`src/rtl/acq_pkg.sv`:
```
// acq_pkg: command codes, sequencer states and period clamp shared by the acquisition sequencer
package acq_pkg;
  localparam logic [7:0] CMD_START      = 8'h01;
  localparam logic [7:0] CMD_STOP       = 8'h02;
  localparam logic [7:0] CMD_SET_RECV   = 8'h03;
  localparam logic [7:0] CMD_SET_PERIOD = 8'h04;
  localparam logic [7:0] CMD_SET_SRC    = 8'h05;
  localparam logic [31:0] MIN_PERIOD    = 32'd1000;
  typedef enum logic [1:0] {IDLE, ARM, FIRE, CAPTURE} state_t;
endpackage

```
`src/rtl/acq_sequencer_sync_edge.sv`:
```
// sync_edge: 2-FF synchronizer plus registered rising-edge pulse (clk, rst_n, async d in, one-cycle rise out)
module sync_edge (
  input  logic clk,
  input  logic rst_n,
  input  logic d,
  output logic rise
);
  logic [2:0] sr;
  always_ff @(posedge clk or negedge rst_n)
    if (!rst_n) begin
      sr <= '0;
      rise <= 1'b0;
    end else begin
      sr <= {sr[1:0], d};
      rise <= sr[1] & ~sr[2];
    end
endmodule

```
`src/rtl/acq_sequencer.sv`:
```
// acq_sequencer: host-commanded shot sequencer (cmd strobe/code/param, ext trigger, AD busy, USB full in; o_st, recv count, busy, frame count, timeout flag, LEDs out)
module acq_sequencer
  import acq_pkg::*;
#(
  parameter logic [15:0] DEF_RECV_COUNT = 16'd9000,
  parameter logic [31:0] DEF_PERIOD     = 32'd100000,
  parameter logic [31:0] MIN_PERIOD     = acq_pkg::MIN_PERIOD,
  parameter logic [31:0] TIMEOUT_CYCLES = 32'd2000000
) (
  input  logic        i_clk_sys,
  input  logic        i_rst_n,
  input  logic        i_cmd_come,
  input  logic [7:0]  i_cmd,
  input  logic [31:0] i_cmd_param,
  input  logic        i_ext_trig,
  input  logic        i_ad_working,
  input  logic        i_usb_full,
  output logic        o_st,
  output logic [15:0] o_recv_count,
  output logic        o_busy,
  output logic [15:0] o_frame_cnt,
  output logic        o_err_timeout,
  output logic [3:0]  o_led
);
  state_t state, nxt;
  logic [31:0] period, pcnt, tcnt;
  logic [15:0] target;
  logic ext_src, seen, ext_rise, trig, done, fin, tmo, start, stop, cap_led;
  sync_edge u_sync (
    .clk(i_clk_sys),
    .rst_n(i_rst_n),
    .d(i_ext_trig),
    .rise(ext_rise)
  );
  assign start = i_cmd_come && i_cmd == CMD_START && state == IDLE;
  assign stop = i_cmd_come && i_cmd == CMD_STOP;
  assign trig = ext_src ? ext_rise : pcnt >= period - 32'd1;
  assign done = seen && !i_ad_working;
  assign fin = state == CAPTURE && done;
  assign tmo = state == CAPTURE && !done && tcnt >= TIMEOUT_CYCLES - 32'd1;
  assign o_led = {o_err_timeout, ext_src, cap_led, o_busy};
  always_comb begin
    nxt = state;
    case (state)
      IDLE:    nxt = start ? ARM : IDLE;
      ARM:     nxt = trig && !i_usb_full ? FIRE : ARM;
      FIRE:    nxt = CAPTURE;
      CAPTURE: nxt = fin ? (target != '0 && o_frame_cnt + 16'd1 == target ? IDLE : ARM) : tmo ? IDLE : CAPTURE;
      default: nxt = IDLE;
    endcase
    if (stop) nxt = IDLE;
  end
  always_ff @(posedge i_clk_sys or negedge i_rst_n)
    if (!i_rst_n) begin
      state <= IDLE;
      period <= DEF_PERIOD;
      pcnt <= '0;
      tcnt <= '0;
      target <= '0;
      ext_src <= 1'b0;
      seen <= 1'b0;
      cap_led <= 1'b0;
      o_st <= 1'b0;
      o_recv_count <= DEF_RECV_COUNT;
      o_busy <= 1'b0;
      o_frame_cnt <= '0;
      o_err_timeout <= 1'b0;
    end else begin
      state <= nxt;
      o_st <= nxt == FIRE;
      o_busy <= nxt != IDLE;
      cap_led <= nxt == CAPTURE;
      pcnt <= start ? '1 : nxt == FIRE ? '0 : pcnt + {31'd0, ~&pcnt};
      tcnt <= nxt == FIRE ? '0 : tcnt + {31'd0, ~&tcnt};
      seen <= nxt == FIRE ? 1'b0 : seen | (state == CAPTURE && i_ad_working);
      o_frame_cnt <= start ? '0 : fin ? o_frame_cnt + 16'd1 : o_frame_cnt;
      o_err_timeout <= start ? 1'b0 : o_err_timeout | tmo;
      if (start) target <= i_cmd_param[15:0];
      if (i_cmd_come && i_cmd == CMD_SET_RECV && state == IDLE && i_cmd_param[15:0] != '0)
        o_recv_count <= i_cmd_param[15:0];
      if (i_cmd_come && i_cmd == CMD_SET_PERIOD)
        period <= i_cmd_param < MIN_PERIOD ? MIN_PERIOD : i_cmd_param;
      if (i_cmd_come && i_cmd == CMD_SET_SRC)
        ext_src <= i_cmd_param[0];
    end
endmodule

```
`config.mk`:
```
export PLATFORM = sky130hd
export DESIGN_NAME = acq_sequencer
export DESIGN_NICKNAME = d
export VERILOG_FILES = /design/src/rtl/acq_pkg.sv /design/src/rtl/acq_sequencer_sync_edge.sv /design/src/rtl/acq_sequencer.sv
export SDC_FILE = /design/constraint.sdc
export NUM_CORES = 1
export LEC_CHECK = 0
export CORE_MARGIN = 2
export CORE_UTILIZATION = 40
export CTS_CLUSTER_DIAMETER = 120
export CTS_CLUSTER_SIZE = 24
export DETAILED_ROUTE_END_ITERATION = 8
export SETUP_SLACK_MARGIN = 0.2
export SYNTH_ARGS = -nofsm -noshare
export SYNTH_HDL_FRONTEND = slang
export SYNTH_SLANG_ARGS = --single-unit
export TNS_END_PERCENT = 50
```
`constraint.sdc`:
```
create_clock -name i_clk_sys -period 4.77 [get_ports i_clk_sys]
set_input_delay 1.431 -clock i_clk_sys [delete_from_list [all_inputs] [get_ports i_clk_sys]]
set_output_delay 1.431 -clock i_clk_sys [all_outputs]
set_load 0.03 [all_outputs]
```
---- Yosys cells after proc, flatten, opt, wreduce, memory -nomap -nowiden ----
Index checks and enable logic that the tools add are counted.
operators by class
  add/sub/neg operators ................... 4
  order comparisons ....................... 3
  equal/unequal tests ..................... 11
  multiplexer cells ....................... 16
  bitwise gates (word level) .............. 4
  reduce and logical (&&, ||, !) cells .... 27
operators with widths
  operator               number
  $mux 32                4
  $add 32x1->32          2
  $reduce_and 32->1      2
  $ge 32x21->1 const B   1
  $ge 32x32->1           1
  $lt 32x10->1 const B   1
  $mux 16                2
  $reduce_bool 16->1     2
  $sub 32x1->32 const B  1
  $add 16x1->16 const B  1
  $eq 16x16->1           1
  $eq 8x2->1 const B     2
  $eq 8x3->1 const B     2
  $logic_and 1x1->1      15
  $eq 2x2->1 const B     4
  $eq 8x1->1 const B     1
  $mux 2                 4
  $pmux 2 s4             1
  $logic_not 1->1        5
  $mux 1                 5
  $reduce_bool 2->1      2
  $eq 2x1->1 const B     1
  $logic_not 2->1        1
  $or 1x1->1             2
  other kinds (2)        2
storage, ports and cells
  bits in registers ....................... 156
  input bits .............................. 46
  output and inout bits ................... 39
  logic and storage cells ................. 80

---- Logic depth before layout (Yosys ltp) ----
Gate-level depths: netlist of run 1.
  word-level depth ........................ 12
  gate-level depth with buffers ........... 18
  gate-level depth less buffers ........... 17

---- Hierarchy ----
From an unflattened synthesis of run 1, not the netlist that was laid out.
second synthesis, totals
  cells, all modules ...................... 924
  area, all modules ....................... 8,687.1 µm²
modules (own cells, without submodules)
  module         times used  cells an instance  area each (µm²)  seq. area each (µm²)
  acq_sequencer  1           919                8,573.2          3,817.4
  sync_edge      1           5                  113.9            100.1

---- Worst setup path before layout of run 1 ----
Ideal clock, no wire load.
  path type ............................... register to register
  start ................................... reg period[0]
  end ..................................... reg pcnt[23]
  library setup time ...................... 0.078 ns
  arrival ................................. 4.063 ns
  data required time ...................... 4.692 ns
  slack ................................... 0.629 ns
  cell stages (with the launch flop) ...... 19
  path buffers ............................ 2
  period minus slack after synthesis ...... 4.141 ns
  cell sequence ........................... dfrtp_1 -> inv_1 -> ha_1 -> or4b_2 -> nor3_2 -> nand2b_2 -> nor3_2 -> nand3_1 -> nor2_1 -> xnor2_1 -> ha_1 -> a21oi_1 -> nand2_1 -> a211o_1 -> o41ai_1 -> a31oi_1 -> buf_6 -> clkbuf_1 -> a21oi_1
between the ends
  cells in the longest elaborated chain, start to end .. 10
ends and longest elaborated chain
  item                      line                 RTL
  start: declaration        acq_sequencer.sv:26  logic [31:0] period, pcnt, tcnt;
  start signal: assignment  acq_sequencer.sv:82  period <= i_cmd_param < MIN_PERIOD ? MIN_PERIOD : i_cmd_param;
  $sub 32x1->32             acq_sequencer.sv:37  assign trig = ext_src ? ext_rise : pcnt >= period - 32'd1;
  $ge 32x32->1              acq_sequencer.sv:37
  $mux 1                    acq_sequencer.sv:37
  $logic_and 1x1->1         acq_sequencer.sv:46  ARM: nxt = trig && !i_usb_full ? FIRE : ARM;
  $mux 2                    acq_sequencer.sv:46
  $pmux 2 s4                acq_sequencer.sv:44  case (state)
  $mux 2                    acq_sequencer.sv:51  if (stop) nxt = IDLE;
  $eq 2x2->1                acq_sequencer.sv:73  pcnt <= start ? '1 : nxt == FIRE ? '0 : pcnt + {31'd0, ~&pcnt};
  $mux 32 (2 in a row)      acq_sequencer.sv:73
  end signal: assignment    acq_sequencer.sv:73
  end: declaration          acq_sequencer.sv:26
Every way passes these cells.
A chain may end at the register's enable or synchronous reset.

---- Worst setup path in the final report of run 1 ----
  start ................................... reg period[0]
  end ..................................... reg pcnt[31]
The elaborated chain is that of the path after synthesis.

==> metrics, run 1 <==
clock skew after layout=0.01187 ns; Achievable Freq=0.2315 GHz; largest net degree at the start of global routing=78; Layout Utilization=0.4975; CTS tree=done; Hold Crit Endpoint=u_sync.sr[1]; starting density of the core=0.4050; Worst R2R Path Depth=16; routability congestion estimate=0.8454; post-synthesis sequential area ratio=0.4459; fin crit share=0.9055; R2R Path End=pcnt[31]; synthesized flop and latch total=156; Worst Setup Path Type=reg2reg; Worst Setup Start Kind=register; worst-skew pair later-pin latency=0.43 ns; Overall Power=5862 uW; FP Rows=54; crit path DAT=4.61 ns; Longest Clk Path Bufs=2; PortBufs=84; Synth cell types=63; setup tns final=0 ns; final worst slack=0.4508 ns; CP bufs+invs=2; core area=21690 um2; Final Setup Violations=0; flop2flop setup slack=0.45 ns; post-DP HPWL=15320 um; Period minus WS final=4.319 ns; area delta synth->final=22.83%; CTS root buf=clkbuf_16; Worst Hold Class=reg2reg; Die H=152.2 um; TritonCTS Buffers=17; first-pass GRT wire length=35630 um; outcome=complete, no violations; main flop type after synthesis=dfrtp_1; Cells after Synth=927; Antenna Cells=0; post-synth net total=1011; commonest non-fill, non-tap cell in the layout=dfrtp_1; share of post-route cells with drive strength above 1=0.1163; max-slew violation count=0; Vias=7118; Setup WS pre-CTS=0.2174 ns; number of flops mapped to enable cells by yosys=0; max incr delay on CP=0.52 ns; CP max FO=7; maxcap violations=0; vias per inst=5.425; worst path cell trace=inv_1 -> ha_1 -> or4b_4 -> nor3_4 -> nand2b_2 -> nor3_4 -> nand3_2 -> xor2_1 -> ha_1 -> nand4_1 -> nor4_2 -> and3_1 -> o41ai_2 -> a31oi_4 -> clkbuf_16 -> a21oi_1; hold path start=u_sync.sr[0]; CTS clk-pin slew, worst paths=0.07 ns; Required @ worst endpoint=5.06 ns; drt total wl=22210 um; First-pass DRT Iterations=5; Iteration-0 DRC Markers=375; Yosys warning count=0; Critical Path End Type=register; DP Cell Count=1269; die width=152.2 um; VDD IR max=0.0002578 V; Clock H-tree levels=4; Hold Fails Final Rpt=0; Hold Crit Depth=0; worst slew pin tran=0.9623 ns; RSZ-0062 raised after global routing=no; power per cell area=543.2 nW/um2; total gr overflow=0; most frequent cells in the layout=dfrtp_1, nand2_1, nor2_1; leak pwr=0.004684 uW; CP max-delay cell=a31oi_4; Finished Layout Cells=1312; die area=23160 um2; # IOs=85; Final ANT Viol Nets=0; async set-or-reset flop fraction in the synthesized netlist=1.000; vias in the first global route=6850; initial antenna violation count=0; GRT Resource Usage Total=0.1883; routed length per placed instance=16.93 um; DRC Markers=0; Synth Area per Inst=9.476 um2; Mapped Area=8785 um2; Layout Nets=1103; top cell family by delay on the critical path=simple AND/OR/NAND/NOR gates; Relative slew margins=0.3536; RR Startpoint=period[0]; Sink Count=156; Critical Path Source=period[0]
## worst register-to-register path, cell delays in order, from the launching register on
cell and delay (ns):
dfrtp_1 0.39, inv_1 0.10, ha_1 0.21, or4b_4 0.51, nor3_4 0.22, nand2b_2 0.14, nor3_4 0.24, nand3_2 0.14
xor2_1 0.18, ha_1 0.30, nand4_1 0.19, nor4_2 0.36, and3_1 0.21, o41ai_2 0.16, a31oi_4 0.52, clkbuf_16 0.26
a21oi_1 0.04
## power by group
| part | switching (uW) | internal, uW | leakage [uW] |
|---|---|---|---|
| Sequential | 412 | 1620 | 0.00207 |
| Clock | 593 | 782 | 0.000276 |
| Combinational | 1250 | 1200 | 0.00234 |
| Total | 2260 | 3600 | 0.00468 |
## final cells by class
class / instances / area [um2]
clock buffers: 18 / 429.2
repair buffers: 106 / 1147
inverters: 17 / 63.81
well taps: 280 / 350.3
flip-flops and latches: 156 / 3918
multi-input cells: 721 / 4723
fillers: 1997 / 10900
clock inverters: 14 / 158.9
## flip-flops by register name, summed over array words and instances (netlist names)
register,flops
o_busy,1
tcnt,32
ext_src,1
o_err_timeout,1
u_sync.sr,3
pcnt,32
state,2
o_recv_count,16
target,16
cap_led,1
period,32
o_frame_cnt,16
o_st,1
seen,1
u_sync.rise,1
## synth_stat cells, drive strengths merged, types with 6 or more instances
library cell	count	area, um2
dfstp	11	289.0
and2	6	38.79
and3	10	62.56
mux2	28	315.3
nand2	132	495.5
o21ai	39	198.9
nor2	85	319.1
xor2	53	464.2
nor3	30	165.2
or3	7	43.79
nor4	25	177.7
inv	17	63.81
nand3	53	265.3
dfrtp	145	3628
and4	6	52.55
a21o	6	45.04
ha	38	475.5
a21oi	51	255.2
o22a	6	52.55
nand4	29	211.5
buf	15	103.9
xnor2	51	446.7
clkbuf	20	75.07
## worst max path at each step
stage | endpoint | slack (ns) | cells after the start
floorplan | pcnt[23] | 0.63 | 18
global placement | pcnt[22] | 0.34 | 17
detailed placement | pcnt[16] | 0.22 | 17
CTS | pcnt[11] | 0.20 | 17
global route | pcnt[31] | 0.17 | 18
finish | pcnt[31] | 0.45 | 16
## logic make-up (layout without fill, tap and decap cells)
group                    Yosys count  after routing  synth area share
buffers and inverters             52            155           0.02763
adder cells (fa/ha/maj)           38             38           0.05412
XOR/XNOR                         105            105            0.1063
flip-flops                       156            156            0.4459
multiplexers                      28             28           0.03589
AND/OR/NAND/NOR                  409            409            0.2319
AO/OA/AOI/OAI                    139            141           0.09828
## layer usage
metal | up-vias | track usage | wire length [um]
met5 | - | 0 | 0
met1 | 3463 | 0.2688 | 10760
met4 | 0 | 0.05207 | 290
li1 | 3483 | - | -
met2 | 145 | 0.2906 | 10180
met3 | 27 | 0.04067 | 977
## through the flow
step,instance area (um2),hold slack [ns]
3_5_place_dp,9937,0.3442
2_1_floorplan,8785,0.3312
3_3_place_gp,9937,0.3366
4_1_cts,10530,0.3603
5_1_grt,10790,0.3790
6_report,10790,0.3543
## timing repair
action | CTS | global route
buffers inserted | 0 | 1
hold buffers | 0 | 0
setup endpoints to repair | 0 | 61
resized for setup | 0 | 14
Note: power is estimated with default switching activity, not from simulation.
==> inputs of run 2 (changes only) <==
==> constraint.sdc (replaced) <==
create_clock -name i_clk_sys -period 4.15 [get_ports i_clk_sys]
set_input_delay 1.245 -clock i_clk_sys [delete_from_list [all_inputs] [get_ports i_clk_sys]]
set_output_delay 1.245 -clock i_clk_sys [all_outputs]
set_load 0.03 [all_outputs]
==> metrics, run 2 (synthesis results as in run 1) <==
outcome=complete, no violations; FP Rows=54 (unchanged); Final Setup Violations=0 (unchanged); drt total wl=21760 um (-2.0%); die area=23160 um2 (unchanged); Reg power frac=0.342 (-0.004); Worst Hold Class=reg2reg; Clock H-tree levels=4 (unchanged); Int Power=4254 uW (+18%); vias in the first global route=7060 (+3.1%); TritonCTS Buffers=17 (unchanged); setup tns final=0 ns (unchanged); area delta synth->final=24.38%; Top Registers=pcnt: 32 flops, period: 32 flops, tcnt: 32 flops; Comb pwr share=0.409 (-0.010); Clk pwr share=0.250 (+0.016); GRT Resource Usage Total=0.1926 (+0.004322); Hold Fails Final Rpt=0 (unchanged); CP most frequent cell=nor3_4; Finished Layout Cells=1317 (+0.38%); R2R Path End=pcnt[5]; worst slew pin tran=0.9151 ns (-0.04711 ns); VDD IR max=0.0003648 V (+42%); Final ANT Viol Nets=0 (unchanged); CTS tree=done; total gr overflow=0 (unchanged); Vias=7151 (+0.46%); routability congestion estimate=0.8260 (-2.3%); share of post-route cells with drive strength above 1=0.1311 (+0.01487); Worst Setup Start Kind=register; worst path cell trace=inv_2 -> ha_4 -> or4b_4 -> nor3_4 -> nand2b_4 -> nor3_4 -> nand3_2 -> buf_6 -> nor3_4 -> xnor2_1 -> ha_1 -> nand4_1 -> nor4_2 -> and3_1 -> o41ai_2 -> a31oi_4 -> buf_12 -> buf_12 -> a21oi_1; NetSw=2536 uW (+12%); CTS Hold Bufs=0 (unchanged); leak pwr=0.004733 uW (+1.1%); Critical Path Source=period[0]; RR Startpoint=period[0]; power per cell area=621.4 nW/um2 (+14%); flop2flop setup slack=0.27 ns (-0.18 ns); fin crit share=0.9341 (+0.02861); # IOs=85 (unchanged); maxcap violations=0 (unchanged); CP max-delay cell=or4b_4; CTS clk-pin slew, worst paths=0.07 ns (about the same); starting density of the core=0.4050 (unchanged); initial antenna violation count=0 (unchanged); Iteration-0 DRC Markers=460 (+23%); Critical Path End Type=register; worst-skew pair later-pin latency=0.43 ns (about the same); post-DP HPWL=15490 um (+1.1%); max-slew violation count=0 (unchanged); Hold Crit Depth=0 (unchanged); Required @ worst endpoint=4.44 ns (-0.62 ns); crit path DAT=4.17 ns (-0.44 ns); First-pass DRT Iterations=5 (unchanged); Sink Count=156 (unchanged); Worst Setup Path Type=reg2reg; core area=21690 um2 (unchanged); commonest non-fill, non-tap cell in the layout=dfrtp_1; max incr delay on CP=0.49 ns (-0.03 ns); Relative slew margins=0.3852 (+0.03165); Achievable Freq=0.2580 GHz (+11%); PortBufs=84 (unchanged); switching share of power=0.3734 (-0.01167); largest net degree at the start of global routing=71 (-9.0%); routed length per placed instance=16.53 um (-2.4%); most frequent cells in the layout=dfrtp_1, nand2_1, nor2_1; Antenna Cells=0 (unchanged); Worst R2R Path Depth=19 (+3); Longest Clk Path Bufs=2 (unchanged); RSZ-0062 raised after global routing=yes; vias per inst=5.430 (about the same); Die H=152.2 um (unchanged); Layout Nets=1108 (+0.45%); DP Cell Count=1274 (+0.39%); hold path start=u_sync.sr[0]; DRC Markers=0 (unchanged); clock skew after layout=0.009695 ns (-0.002175 ns); CTS root buf=clkbuf_16; first-pass GRT wire length=36630 um (+2.8%); Hold Crit Endpoint=u_sync.sr[1]; die width=152.2 um (unchanged); Period minus WS final=3.877 ns (-0.4427 ns); CP max FO=19 (+12)
==> run 2: cell count changes in the layout (fill, tap and decap cells not counted), sizes merged <==
cell      previous run  this run
a31oi                5         3
buf                 18        29
bufinv               2         4
clkbuf              23        19
clkinv               2         4
clkinvlp             4         1
inv                 23        22
==> run 2: power by group through the flow <==
stage | combinational, uW | sequential [uW] | clock (uW)
2_1_floorplan | 1510 | 2230 | 0
3_3_place_gp | 2020 | 2330 | 0
3_5_place_dp | 2070 | 2330 | 0
4_1_cts | 2600 | 2310 | 1740
5_1_grt | 3070 | 2380 | 1800
6_report | 2770 | 2320 | 1690
==> run 2: metal layers <==
metal | global-route usage | wire length (um) | vias up
li1 | - | - | 3476
met1 | 0.2809 | 10950 | 3552
met2 | 0.2962 | 9917 | 115
met3 | 0.04323 | 796 | 8
met4 | 0.03916 | 104 | 0
met5 | 0 | 0 | -
==> run 2: how the worst max path moves through the flow <==
| stage | endpoint | depth (start not counted) |
|---|---|---|
| detailed placement | pcnt[28] | 17 |
| CTS | o_busy | 14 |
| finish | pcnt[5] | 19 |
| global route | o_busy | 18 |
| floorplan | pcnt[23] | 18 |
| global placement | pcnt[21] | 17 |
==> run 2: worst max-delay path: cells and delay by family (launching register included) <==
kind                       cells  cell delay [ns]
adders and majority gates      2             0.41
AOI/OAI and AO/OA              3             0.45
and+or+nand+nor                9             1.86
DFF                            1             0.39
xor gates and xnor gates       1             0.09
buffers and inverters          4             0.54
==> run 2: cell type report <==
class / instances / area [um2]
multi-input cells: 719 / 4780
clock buffers: 18 / 429.2
clock inverters: 14 / 206.4
inverters: 17 / 63.81
flip-flops and latches: 156 / 3918
well taps: 280 / 350.3
fillers: 1997 / 10760
repair buffers: 113 / 1180
==> run 2: metrics by stage <==
step | instance area, um2 | utilization | worst slack [ns] | total power [uW] | hold WS [ns]
2_1_floorplan | 8825 | - | 0.2985 | 3746 | 0.3312
3_3_place_gp | 9992 | 0.4607 | 0.08186 | 4349 | 0.3334
3_5_place_dp | 9992 | 0.4607 | -0.03869 | 4407 | 0.3381
4_1_cts | 10800 | 0.4982 | 0.2072 | 6654 | 0.3536
5_1_grt | 10930 | 0.5038 | 0.08695 | 7252 | 0.3546
6_report | 10930 | 0.5038 | 0.2735 | 6790 | 0.3500
==> run 2: timing repair <==
action                                  4_1_cts  5_1_grt
endpoints found under the hold margin         0        0
pin swaps                                     6        1
buffers inserted                              5        4
cloned                                        1        1
endpoints found under the setup margin       66       68
gates resized for setup                      17       15
==> inputs of run 3 (changes only) <==
--- a/config.mk
+++ b/config.mk
@@ -5,11 +5,15 @@
 export SDC_FILE = /design/constraint.sdc
 export NUM_CORES = 1
 export LEC_CHECK = 0
-export CORE_MARGIN = 2
+export CAP_MARGIN = 20
+export CELL_PAD_IN_SITES_DETAIL_PLACEMENT = 1
+export CELL_PAD_IN_SITES_GLOBAL_PLACEMENT = 1
+export CORE_MARGIN = 3
 export CORE_UTILIZATION = 40
 export CTS_CLUSTER_DIAMETER = 120
 export CTS_CLUSTER_SIZE = 24
 export DETAILED_ROUTE_END_ITERATION = 8
+export PLACE_DENSITY_LB_ADDON = 0.1
 export SETUP_SLACK_MARGIN = 0.2
 export SYNTH_ARGS = -nofsm -noshare
 export SYNTH_HDL_FRONTEND = slang
==> metrics, run 3 (synthesis results as in run 1) <==
CP max-delay cell=or4b_4; Final ANT Viol Nets=0 (unchanged); clock skew after layout=0.01358 ns (+0.003888 ns); routing usage on met1=0.3096 (+0.02869); dpl cell area=9991 um2 (about the same); maxcap violations=0 (unchanged); Antenna Cells=0 (unchanged); largest net degree at the start of global routing=74 (+4.2%); commonest non-fill, non-tap cell in the layout=dfrtp_1; Achievable Freq=0.2506 GHz (-2.9%); Clock H-tree levels=4 (unchanged); core area=21290 um2 (-1.9%); Final Setup Violations=0 (unchanged); worst hold slack=0.3512 ns (+0.001180 ns); die area=23780 um2 (+2.6%); DRC Markers=0 (unchanged); Critical Path End Type=register; Setup WS pre-CTS=-0.05515 ns (-0.01646 ns); Hold Fails Final Rpt=0 (unchanged); top cell family by delay on the critical path=simple AND/OR/NAND/NOR gates; GRT Resource Usage Total=0.2159 (+0.02325); worst path cell trace=inv_2 -> ha_4 -> or4b_4 -> nor3_4 -> nand2b_4 -> nor3_4 -> nand3_2 -> nor2_2 -> xnor2_1 -> ha_1 -> a21oi_2 -> nand2_1 -> a211o_1 -> o41ai_4 -> a31oi_4 -> buf_8 -> clkbuf_16 -> nor2_1; hold path start=u_sync.sr[0]; CP bufs+invs=3 (-1); Worst Setup Start Kind=register; Relative slew margins=0.3780 (-0.007228); CP max FO=12 (-7); first-pass GRT wire length=41830 um (+14%); # IOs=85 (unchanged); met2 GRT Util=0.3432 (+0.04695); Die H=154.2 um (+1.3%); design area=11150 um2 (+2.1%); leak pwr=0.004801 uW (+1.4%); starting density of the core=0.4127 (+0.007642); post-DP HPWL=17740 um (+15%); CTS root buf=clkbuf_16; CTS clk-pin slew, worst paths=0.07 ns (about the same); max incr delay on CP=0.49 ns (about the same); Sink Count=156 (unchanged); total gr overflow=0 (unchanged); worst-skew pair later-pin latency=0.44 ns (about the same); RR Startpoint=period[0]; vias in the first global route=7770 (+10%); CTS Hold Bufs=0 (unchanged); most frequent cells in the layout=dfrtp_1, nand2_1, clkdlybuf4s50_1; Layout Utilization=0.5239 (+0.02009); routability congestion estimate=0.8167 (-1.1%); drt total wl=25540 um (+17%); Vias=7311 (+2.2%); PortBufs=84 (unchanged); TritonCTS Buffers=17 (unchanged); worst slew pin tran=0.9259 ns (+0.01076 ns); routed length per placed instance=19.36 um (+17%); Worst Hold Class=reg2reg; Critical Path Source=period[0]; Top Registers=pcnt: 32 flops, period: 32 flops, tcnt: 32 flops; Fillers=2391 (+20%); CP most frequent cell=nor3_4; grt peak-use layer=met2; fin crit share=0.9617 (+0.02757); grt met3 use=0.03973 (-0.003500); Longest Clk Path Bufs=2 (unchanged); VDD IR max=0.0003992 V (+9.4%); Required @ worst endpoint=4.51 ns (+0.07 ns); share of post-route cells with drive strength above 1=0.1571 (+0.02594); power per cell area=664.2 nW/um2 (+6.9%); initial antenna violation count=0 (unchanged); max-slew violation count=0 (unchanged); Iteration-0 DRC Markers=357 (-22%); First-pass DRT Iterations=4 (-1); area delta synth->final=26.95%; crit path DAT=4.35 ns (+0.18 ns); Layout Nets=1115 (+0.63%); vias per inst=5.543 (+2.1%); Period minus WS final=3.991 ns (+0.1144 ns); Worst Setup Path Type=reg2reg; CTS tree=done; final worst slack=0.1591 ns (-0.1144 ns); FP Rows=53 (-1.9%); outcome=complete, no violations; RSZ-0062 raised after global routing=yes; die width=154.2 um (+1.3%)
==> run 3: routing by layer <==
layer / vias up / routed length, um
met5: - / 0
met4: 0 / 207
met3: 13 / 858
met2: 99 / 12170
met1: 3719 / 12300
li1: 3480 / -
==> run 3: final timing paths <==
kind | end | slack, ns | cells past startpoint
worst max register to register | tcnt[20] | 0.16 | 18
worst min-delay path | u_sync.sr[1] | 0.35 | 0
worst min register to register | u_sync.sr[1] | 0.35 | 0
worst max-delay path | tcnt[20] | 0.16 | 18
max in group asynchronous | pcnt[15] | 2.62 | 2
min in group asynchronous | target[0] | 0.84 | 1
==> run 3: what timing repair did <==
| item | in CTS | in global routing |
|---|---|---|
| setup endpoints to repair | 67 | 69 |
| buffers inserted | 8 | 7 |
| gates resized for setup | 19 | 45 |
| pin swaps | 9 | 21 |
| cloned | 1 | 3 |
==> run 3: final cells by class <==
| class | count | area, um2 | area share |
|---|---|---|---|
| inverter | 17 | 63.81 | 0.005722 |
| timing repair buffer | 120 | 1266 | 0.1135 |
| clock buffer | 17 | 425.4 | 0.03815 |
| multi-input combinational | 719 | 4898 | 0.4392 |
| clock inverter | 15 | 236.5 | 0.02121 |
| sequential | 156 | 3918 | 0.3513 |
| tap | 275 | 344.1 | 0.03085 |
==> run 3: power by group <==
group / switching (uW) / leakage, uW / internal [uW]
logic: 1690 / 0.00242 / 1590
registers: 489 / 0.00207 / 1860
clock network: 700 / 0.000313 / 1080
==> run 3: metrics by stage <==
step           power [uW]  setup TNS (ns)  std cells
5_1_grt              7842         -0.5686       1319
3_5_place_dp         4487          -1.546       1268
6_report             7407               0       1319
2_1_floorplan        3746               0        927
3_3_place_gp         4404               0       1268
4_1_cts              6796               0       1309
